--- src/rtl/adc_ddr3_writer_if.sv ---
// MIG user-interface write bundle: command channel (addr/cmd/en/rdy) and
// write-data channel (data/wren/end/rdy).
// master : the writer engine, drives command and write data, receives the ready signals
// slave  : the MIG side, receives command and write data, drives the ready signals
interface adc_ddr3_writer_if;
  logic [27:0]  app_addr;
  logic [2:0]   app_cmd;
  logic         app_en;
  logic         app_rdy;
  logic [127:0] app_wdf_data;
  logic         app_wdf_wren;
  logic         app_wdf_end;
  logic         app_wdf_rdy;

  modport master (
    output app_addr, app_cmd, app_en, app_wdf_data, app_wdf_wren, app_wdf_end,
    input  app_rdy, app_wdf_rdy
  );

  modport slave (
    input  app_addr, app_cmd, app_en, app_wdf_data, app_wdf_wren, app_wdf_end,
    output app_rdy, app_wdf_rdy
  );
endinterface

--- src/rtl/adc_ddr3_writer.sv ---
// Capture engine between the ADC sample stream and the DDR3 MIG user port.
// Packs 8 x 12-bit samples per 128-bit word, buffers words in a small FIFO
// and writes them to consecutive MIG addresses starting at BASE_ADDR.
// Ports:
//   ui_clk, ui_clk_sync_rst   clock and synchronous active-high reset
//   init_calib_complete       MIG calibration done; start ignored while low
//   start, sample_count       run request pulse and run length (samples)
//   adc_data, adc_valid       sample stream
//   mig                       MIG command + write-data channels (master side)
//   busy, done, overflow      run status; overflow is sticky until next run
//   words_written             words fully accepted by the MIG in this run
//
// state   | meaning
// IDLE    | waiting for an accepted start
// CAPTURE | consuming samples, writing words as they become available
// DRAIN   | all samples consumed, flushing remaining words to the MIG
module adc_ddr3_writer #(
  parameter logic [27:0] BASE_ADDR  = 28'h0000000,
  parameter int          ADDR_STEP  = 8,
  parameter int          FIFO_DEPTH = 16
) (
  input  logic        ui_clk,
  input  logic        ui_clk_sync_rst,
  input  logic        init_calib_complete,
  input  logic        start,
  input  logic [15:0] sample_count,
  input  logic [11:0] adc_data,
  input  logic        adc_valid,
  adc_ddr3_writer_if.master mig,
  output logic        busy,
  output logic        done,
  output logic        overflow,
  output logic [15:0] words_written
);

  localparam int AW = $clog2(FIFO_DEPTH);

  typedef enum logic [1:0] {S_IDLE, S_CAPTURE, S_DRAIN} state_t;

  state_t         state_q;
  logic [15:0]    cnt_q;
  logic [2:0]     slot_q;
  logic [127:0]   pack_q;
  logic           push_q;
  logic [127:0]   push_data_q;
  logic [127:0]   mem_q [FIFO_DEPTH];
  logic [AW-1:0]  rd_ptr_q, wr_ptr_q;
  logic [AW:0]    fill_q, fill_d;
  logic           pres_q;
  logic           app_en_q, wren_q;
  logic [127:0]   wdf_data_q;
  logic [27:0]    addr_q;
  logic           busy_q, done_q, overflow_q;
  logic [15:0]    words_q;

  logic [127:0]   word_d;
  logic           pop_d, push_ok_d, full_d;

  // Current packing word with this cycle's sample merged into its slot.
  always_comb begin
    word_d = pack_q;
    word_d[{slot_q, 4'b0000} +: 16] = {4'h0, adc_data};
  end

  // A handshake already completed in an earlier cycle has its strobe low,
  // so a low strobe while presenting counts as finished.
  assign pop_d     = pres_q && (!app_en_q || mig.app_rdy) && (!wren_q || mig.app_wdf_rdy);
  assign full_d    = (fill_q == (AW+1)'(FIFO_DEPTH));
  assign push_ok_d = push_q && (!full_d || pop_d);

  always_comb begin
    fill_d = fill_q;
    if (push_ok_d && !pop_d) fill_d = fill_q + (AW+1)'(1);
    else if (!push_ok_d && pop_d) fill_d = fill_q - (AW+1)'(1);
  end

  always_ff @(posedge ui_clk) begin
    if (!ui_clk_sync_rst && push_ok_d) mem_q[wr_ptr_q] <= push_data_q;
  end

  always_ff @(posedge ui_clk) begin
    if (ui_clk_sync_rst) begin
      state_q     <= S_IDLE;
      cnt_q       <= '0;
      slot_q      <= '0;
      pack_q      <= '0;
      push_q      <= 1'b0;
      push_data_q <= '0;
      rd_ptr_q    <= '0;
      wr_ptr_q    <= '0;
      fill_q      <= '0;
      pres_q      <= 1'b0;
      app_en_q    <= 1'b0;
      wren_q      <= 1'b0;
      wdf_data_q  <= '0;
      addr_q      <= BASE_ADDR;
      busy_q      <= 1'b0;
      done_q      <= 1'b0;
      overflow_q  <= 1'b0;
      words_q     <= '0;
    end else begin
      done_q <= 1'b0;
      push_q <= 1'b0;

      // packed-word FIFO
      if (push_ok_d) wr_ptr_q <= wr_ptr_q + AW'(1);
      if (pop_d) rd_ptr_q <= rd_ptr_q + AW'(1);
      fill_q <= fill_d;
      if (push_q && !push_ok_d) overflow_q <= 1'b1;

      // write side: head word stays in the FIFO until both channels accept it
      if (pop_d) begin
        pres_q   <= 1'b0;
        app_en_q <= 1'b0;
        wren_q   <= 1'b0;
        addr_q   <= addr_q + 28'(ADDR_STEP);
        words_q  <= words_q + 16'd1;
      end else if (pres_q) begin
        if (app_en_q && mig.app_rdy) app_en_q <= 1'b0;
        if (wren_q && mig.app_wdf_rdy) wren_q <= 1'b0;
      end else if (state_q != S_IDLE && fill_q != '0) begin
        pres_q     <= 1'b1;
        app_en_q   <= 1'b1;
        wren_q     <= 1'b1;
        wdf_data_q <= mem_q[rd_ptr_q];
      end

      case (state_q)
        S_IDLE: begin
          busy_q <= 1'b0;
          if (start && init_calib_complete && !busy_q) begin
            if (sample_count != 16'd0) begin
              state_q    <= S_CAPTURE;
              busy_q     <= 1'b1;
              cnt_q      <= sample_count;
              overflow_q <= 1'b0;
              words_q    <= '0;
              addr_q     <= BASE_ADDR;
              pack_q     <= '0;
              slot_q     <= '0;
            end else begin
              done_q <= 1'b1;
            end
          end
        end
        S_CAPTURE: begin
          if (adc_valid) begin
            cnt_q <= cnt_q - 16'd1;
            if (slot_q == 3'd7 || cnt_q == 16'd1) begin
              push_q      <= 1'b1;
              push_data_q <= word_d;
              pack_q      <= '0;
              slot_q      <= '0;
            end else begin
              pack_q <= word_d;
              slot_q <= slot_q + 3'd1;
            end
            if (cnt_q == 16'd1) state_q <= S_DRAIN;
          end
        end
        S_DRAIN: begin
          // push_q covers the last word still on its way into the FIFO
          if (fill_q == '0 && !pres_q && !push_q) begin
            done_q  <= 1'b1;
            state_q <= S_IDLE;
          end
        end
        default: state_q <= S_IDLE;
      endcase
    end
  end

  assign mig.app_addr     = addr_q;
  assign mig.app_cmd      = 3'b000;
  assign mig.app_en       = app_en_q;
  assign mig.app_wdf_data = wdf_data_q;
  assign mig.app_wdf_wren = wren_q;
  assign mig.app_wdf_end  = wren_q;

  assign busy          = busy_q;
  assign done          = done_q;
  assign overflow      = overflow_q;
  assign words_written = words_q;

endmodule

--- src/flat_wrapper.sv ---
// flat-port wrapper written by rule: the top's interface ports become plain ports
module adc_ddr3_writer_flat 
#(
  parameter logic [27:0] BASE_ADDR  = 28'h0000000,
  parameter int          ADDR_STEP  = 8,
  parameter int          FIFO_DEPTH = 16
)
  (ui_clk, ui_clk_sync_rst, init_calib_complete, start, sample_count, adc_data, adc_valid, busy, done, overflow, words_written, mig_app_addr, mig_app_cmd, mig_app_en, mig_app_wdf_data, mig_app_wdf_wren, mig_app_wdf_end, mig_app_rdy, mig_app_wdf_rdy);
  adc_ddr3_writer_if mig_i ();
  input  logic ui_clk;
  input  logic ui_clk_sync_rst;
  input  logic init_calib_complete;
  input  logic start;
  input  logic [15:0] sample_count;
  input  logic [11:0] adc_data;
  input  logic adc_valid;
  output logic busy;
  output logic done;
  output logic overflow;
  output logic [15:0] words_written;
  output wire logic [$bits(mig_i.app_addr)-1:0] mig_app_addr;
  output wire logic [$bits(mig_i.app_cmd)-1:0] mig_app_cmd;
  output wire logic [$bits(mig_i.app_en)-1:0] mig_app_en;
  output wire logic [$bits(mig_i.app_wdf_data)-1:0] mig_app_wdf_data;
  output wire logic [$bits(mig_i.app_wdf_wren)-1:0] mig_app_wdf_wren;
  output wire logic [$bits(mig_i.app_wdf_end)-1:0] mig_app_wdf_end;
  input wire logic [$bits(mig_i.app_rdy)-1:0] mig_app_rdy;
  input wire logic [$bits(mig_i.app_wdf_rdy)-1:0] mig_app_wdf_rdy;
  assign mig_app_addr = mig_i.app_addr;
  assign mig_app_cmd = mig_i.app_cmd;
  assign mig_app_en = mig_i.app_en;
  assign mig_app_wdf_data = mig_i.app_wdf_data;
  assign mig_app_wdf_wren = mig_i.app_wdf_wren;
  assign mig_app_wdf_end = mig_i.app_wdf_end;
  assign mig_i.app_rdy = mig_app_rdy;
  assign mig_i.app_wdf_rdy = mig_app_wdf_rdy;
  adc_ddr3_writer #(.BASE_ADDR(BASE_ADDR), .ADDR_STEP(ADDR_STEP), .FIFO_DEPTH(FIFO_DEPTH)) u_core (.ui_clk(ui_clk), .ui_clk_sync_rst(ui_clk_sync_rst), .init_calib_complete(init_calib_complete), .start(start), .sample_count(sample_count), .adc_data(adc_data), .adc_valid(adc_valid), .mig(mig_i), .busy(busy), .done(done), .overflow(overflow), .words_written(words_written));
endmodule
--- config.mk ---
export PLATFORM = sky130hd
export DESIGN_NAME = adc_ddr3_writer_flat
export DESIGN_NICKNAME = d
export VERILOG_FILES = /design/src/rtl/adc_ddr3_writer_if.sv /design/src/rtl/adc_ddr3_writer.sv /design/src/flat_wrapper.sv
export SDC_FILE = /design/constraint.sdc
export NUM_CORES = 2
export LEC_CHECK = 0
export ABC_AREA = 1
export BUFFER_PORTS_ARGS = -buffer_cell sky130_fd_sc_hd__clkbuf_2
export CORE_UTILIZATION = 48
export CTS_BUF_LIST = sky130_fd_sc_hd__clkbuf_16
export DETAILED_ROUTE_END_ITERATION = 8
export PLACE_DENSITY_LB_ADDON = 0.05
export SETUP_SLACK_MARGIN = 0.15
export SLEW_MARGIN = 5
export SYNTH_ARGS = -nofsm -noshare
export SYNTH_HDL_FRONTEND = slang
export SYNTH_SLANG_ARGS = --single-unit
--- constraint.sdc ---
create_clock -name ui_clk -period 14.19 [get_ports ui_clk]
set_clock_uncertainty 0.1 [all_clocks]
set_input_delay 2.1285 -clock ui_clk [delete_from_list [all_inputs] [get_ports ui_clk]]
set_output_delay 2.1285 -clock ui_clk [all_outputs]
set_load 0.02 [all_outputs]
Word-level counts from Yosys, hierarchy flattened:

Memories as Yosys holds them, arrays and structs flattened. A register that Yosys moved wholly into a read port is not among the register bits.
Index checks and enable logic that the tools add are counted.

* bits in registers: 341
* bits in writable memories: 2048
* bits of input ports: 35
* output and inout bits: 181
* logic and storage cells: 139
* memories kept: 1

* $add $sub $neg: 9
* equal/unequal tests: 12
* shifts and indexed selects: 2
* muxes and demuxes: 51
* bitwise logic cells: 4
* reduce and logical (&&, ||, !) cells: 43

Memories
* u_core.mem_q: words 16, bits a word 128, read ports 1, clocked after Yosys merged registers in 1, wr ports 1, RTL line adc_ddr3_writer.sv:46 `logic [127:0] mem_q [FIFO_DEPTH];`

Operators with widths (count)
* 128-bit two-way mux: 4
* 128-bit one-hot mux with 2 select lines: 1
* 128-bit bitwise mux: 1
* 16-bit by 9-bit variable shift with 128-bit output, first input constant: 1
* 16-bit by 9-bit indexed part select with 128-bit output: 1
* 16-bit two-way mux: 7
* 28-bit two-way mux: 4
* 16-bit one-hot mux with 2 select lines: 1
* 28-bit by 4-bit adder with 28-bit output, second input constant: 1
* 1-bit two-way mux: 19
* 16-bit by 1-bit adder with 16-bit output, second input constant: 1
* 16-bit by 1-bit equality test with 1-bit output, second input constant: 1
* 16-bit nonzero test: 1
* 16-bit by 1-bit subtractor with 16-bit output, second input constant: 1
* 1-bit logical AND: 14
* 3-bit two-way mux: 4
* 2-bit two-way mux: 5
* 5-bit two-way mux: 2
* 1-bit logical NOT: 9
* 7-bit negator with 9-bit output: 1
* 4-bit by 1-bit adder with 4-bit output, second input constant: 2
* 2-bit by 1-bit inequality test with 1-bit output, second input constant: 4
* 2-bit nonzero test: 4
* 2-bit inequality test, second input constant: 3
* 21 further kinds: 29

Longest topological paths before layout:

* depth after elaboration: 12
* gate-level depth with buffers: 15

Worst setup path after synthesis:

No wires, ideal clock.

* path kind: input -> register
* start: in ui_clk_sync_rst
* end: mem u_core.mem_q[15][0] (enable)
* setup time: 617 ps
* arrival: 8522 ps
* setup slack: 4951 ps
* stages: 6
* buffers on the path: 3
* path through: clkbuf_1 > inv_1 > clkbuf_1 > buf_1 > nand3_1 > nor2_1

* longest elaborated chain between the ends: 4

Ends and longest elaborated chain
* from (decl): RTL line flat_wrapper.sv:11 `input logic ui_clk_sync_rst;`
* 1-bit logical NOT: RTL line adc_ddr3_writer.sv:78 `if (!ui_clk_sync_rst && push_ok_d) mem_q[wr_ptr_q] <= push_data_q;`
* 1-bit logical AND: RTL line adc_ddr3_writer.sv:78
* 1-bit two-way mux: RTL line adc_ddr3_writer.sv:78
* 1-bit two-way mux (not written as such): RTL line adc_ddr3_writer.sv:78
* to (decl): RTL line adc_ddr3_writer.sv:46

Every way passes these cells.

Worst setup path after layout:

* start: in ui_clk_sync_rst
* end: mem u_core.mem_q[5][43] (enable)

The elaborated chain is that of the path after synthesis.

==> results.md <==
* Post-Layout Cell Count at 12,400
* RSZ-0062 raised after global routing: false
* Hold_buf cts at 0
* Clock Path Buffers at 4
* Multi-input gate area at 0.0262 sq mm
* Final Wtd Congestion at 0.800
* Synthesized area at roughly 0.10 sq mm
* Vias per inst at 5.54
* Maximum VDD drop at 137 uV
* Hold/Removal Path Class: register to register
* Grt total ovfl at 0
* M1 wire length at 127 mm
* Clk Tree Root Cell: clkbuf_16
* Synthesized netlist cell count at 9,360
* Setup TNS at 0 ns
* Wirelength per Cell at ~23 um
* I/O Buffers at 209
* Seq/Total Area, Yosys at 69.9%
* Die width at 462 um
* Pre-Repair DR Iteration Count at 6
* Routed WL at 287 mm
* Largest net degree at the start of global routing at 216
* Crit. End Element: register
* ANT nets after route at 0
* Fmax at 0.159 GHz
* Die area at 0.213 sq mm
* Total power at between 15 and 20 mW
* Nets@finish at 9,415
* Met2 wire length at 134 mm
* Highest routed layer: met5
* Critical Path Max Stage Delay at 1.03 ns
* Max cap viols at 0
* Tmin final at 6.31 ns
* Residual DRC at 0
* Hold depth at 2
* Vias in the first global route at 65,600
* Warnings, synthesis at 0
* Post-CTS Setup Repair Bufs at 0
* Sequential Area at 0.0708 sq mm
* Critical Path Most Common Cell: buf_4
* Cell Rows at 168
* CP max FO at 86
* Crit path launch type: input pin
* DR iter-0 viols at 6,829
* Clock power frac at a little over two fifths
* Status: completed
* H-tree levels at 5
* Leakage at around 40 nW
* Critical path's slowest cell: nor2_4
* Endpoints failing setup at 0
* Post-synthesis cell type count at 33
* Area Overhead vs Synth at 11.4%
* Worst Max-Slew Pin Slew at 1.29 ns
* CTS tree: built
* Pins over their slew limit at 0
* WP buf/inv at 6
* CP Launch Point: ui_clk_sync_rst
* Part of the cycle the worst path needs at 44.4%
* Worst hold endpoint: u_core.pack_q[76]$_SDFFE_PP0P_
* Inserted Clock Buffers at 287
* I/O pin count at 216
* Syn_area_per_cell at ~11 sq um
* Worst R2R End: u_core.mem_q[5][43]$_DFFE_PP_
* Placed cells at about 12,000
* Net Sw Power at roughly 3.6 mW
* Max-slew headroom at 13.7%
* Routed via count at 68,600
* Total core area at 0.210 sq mm
* Synth Register Bits at 2,514
* Sequential power share at approximately half
* Initial core utilization at around half
* Final Core Density at a little over half
* Internal power at 12.2 mW
* Internal reg-to-reg setup slack at 9.06 ns
* Comb power frac at 6.2%
* Global-route wire length before repair at between 400 and 500 mm
* Sw Share at between 20 and 25%
* Clock Latency Late Sink at 0.94 ns
* Initial antenna violation count at 9
* Die height at about 460 um
* Hold WS at 0.342 ns
* CP Data Required Time at 14.62 ns
* Cts repair resizes at 0
* Worst-path clk slew at 0.06 ns
* WP data arrival at 6.74 ns
* R2R depth at 10
* Reg2reg start: u_core.pres_q$_SDFF_PP0_
* Commonest cells after routing, fill and taps aside: 2,048 x edfxtp_1, 1,835 x nor2_1, 1,365 x nand2_1, 1,038 x nand3_1, 855 x o21ai_0
* Most common cell after layout, fill and taps aside: edfxtp_1
* WS Path Type: input pin to register
* HPWL after DPL at ~150 mm
* Final Hold Fails at 0
* Crit-path leading delay family: buffers and inverters
* Overall Global Routing Usage at approximately 27%
* CP Cell Sequence: clkbuf_2, buf_4, inv_8, nand3_1, nor2_4, buf_4, buf_4, buf_4
* Met3 WL at between 15 and 20 mm
* Pwr Density at roughly 140 mW/mm^2
* Layout cells sized above 1 at 7.36%
* Fill count at 18,300
* CTS Sinks at 2,514
* Worst hold start: u_core.pack_q[76]$_SDFFE_PP0P_
## metrics by stage
stage / setup WS, ns / cell area, sq um
4_1_cts: 7.86 / 113000
3_5_place_dp: 6.88 / 104000
2_1_floorplan: 4.95 / 101000
3_3_place_gp: 6.87 / 104000
5_1_grt: 7.73 / 113000
6_report: 7.88 / 113000
## power by group through the flow
| stage | clock, mW | sequential (mW) | combinational, mW |
|---|---|---|---|
| finish | 6.86 | 7.98 | 0.986 |
| global route | 7.26 | 7.99 | 1.11 |
| CTS | 6.98 | 7.98 | 0.989 |
| detailed placement | 0 | 8.14 | 0.986 |
| global placement | 0 | 8.14 | 0.978 |
| floorplan | 0 | 8.15 | 0.687 |
## layer usage
| metal | vias to the layer above | track usage, % |
|---|---|---|
| li1 | 32200 | - |
| met1 | 33700 | 37.9 |
| met2 | 2223 | 42.8 |
| met3 | 435 | 4.28 |
| met4 | 2 | 7.74 |
| met5 | - | 0 |
## worst max-delay path by stage
stage | endpoint | slack (ns) | cells after the start
floorplan | u_core.mem_q[15][0]$_DFFE_PP_ | 4.95 | 6
global placement | u_core.mem_q[5][51]$_DFFE_PP_ | 6.87 | 8
detailed placement | u_core.mem_q[5][51]$_DFFE_PP_ | 6.88 | 8
CTS | u_core.mem_q[5][43]$_DFFE_PP_ | 7.86 | 8
global route | u_core.mem_q[5][41]$_DFFE_PP_ | 7.73 | 8
finish | u_core.mem_q[5][43]$_DFFE_PP_ | 7.88 | 8
## layout make-up
| cell class | instances | area share (%) |
|---|---|---|
| diodes | 1 | 0.00222 |
| well taps | 2805 | 3.11 |
| multi-input cells | 5779 | 23.2 |
| repair buffers | 313 | 1.76 |
| clock inverters | 204 | 1.08 |
| flip-flops and latches | 2514 | 62.7 |
| clock buffers | 294 | 6.51 |
| inverters | 467 | 1.59 |
## cell families (layout without fill, tap and decap cells)
kind of cell | after synthesis | after routing | synth area share [%]
xor gates and xnor gates | 17 | 17 | 0.147
adders and majority gates | 18 | 18 | 0.230
buffers and inverters | 1072 | 1278 | 4.43
muxes | 3 | 3 | 0.0296
and+or+nand+nor | 4303 | 4303 | 17.3
other | 1 | 7 | 0.00370
DFF | 2514 | 2514 | 69.9
AOI/OAI and AO/OA | 1432 | 1432 | 7.95
## state kept, by name, indices dropped and copies added, names as in the netlist, 2 cells and up
signal	count
u_core.mig.app_addr	25
u_core.state_q	2
u_core.mem_q	2048
u_core.wr_ptr_q	4
u_core.fill_q	5
u_core.words_written	16
u_core.slot_q	3
u_core.mig.app_wdf_data	128
u_core.rd_ptr_q	4
u_core.push_data_q	128
u_core.pack_q	128
u_core.cnt_q	16
## worst reg2reg max path, cell delays in order, from the launching register on
cell and delay, ns:
dfxtp_1 0.42, nand3_1 0.10, buf_4 0.27, nand2_1 0.16
nand2_1 0.13, inv_1 0.21, nand2_1 0.29, nor2_4 0.96
buf_4 0.67, buf_4 0.55, buf_4 0.82
## cells in the mapped netlist
| library cell | instances | share of area (%) |
|---|---|---|
| a21oi_1 | 215 | 1.1 |
| a21oi_4 | 1 | 0.016 |
| buf_1 | 63 | 0.23 |
| buf_2 | 187 | 0.92 |
| buf_4 | 53 | 0.39 |
| buf_6 | 4 | 0.044 |
| clkbuf_1 | 298 | 1.1 |
| clkinv_1 | 2 | 0.0074 |
| conb_1 | 1 | 0.0037 |
| dfxtp_1 | 466 | 9.2 |
| edfxtp_1 | 2048 | 61 |
| fa_1 | 1 | 0.020 |
| ha_1 | 17 | 0.21 |
| inv_1 | 460 | 1.7 |
| inv_2 | 5 | 0.019 |
| mux2i_1 | 3 | 0.030 |
| nand2_1 | 1366 | 5.1 |
| nand2_2 | 1 | 0.0062 |
| nand3_1 | 1040 | 5.1 |
| nand3b_1 | 10 | 0.074 |
| nand4_1 | 12 | 0.074 |
| nor2_1 | 1851 | 6.9 |
| nor2_2 | 6 | 0.037 |
| nor3_1 | 11 | 0.054 |
| o211ai_1 | 214 | 1.6 |
| o21a_1 | 138 | 1.0 |
| o21ai_0 | 855 | 4.2 |
| o21ai_1 | 7 | 0.035 |
| o21bai_1 | 1 | 0.0074 |
| o22ai_1 | 1 | 0.0062 |
| or2_2 | 6 | 0.037 |
| xnor2_1 | 6 | 0.052 |
| xor2_1 | 11 | 0.095 |
Power figures use the tool's default switching activity.
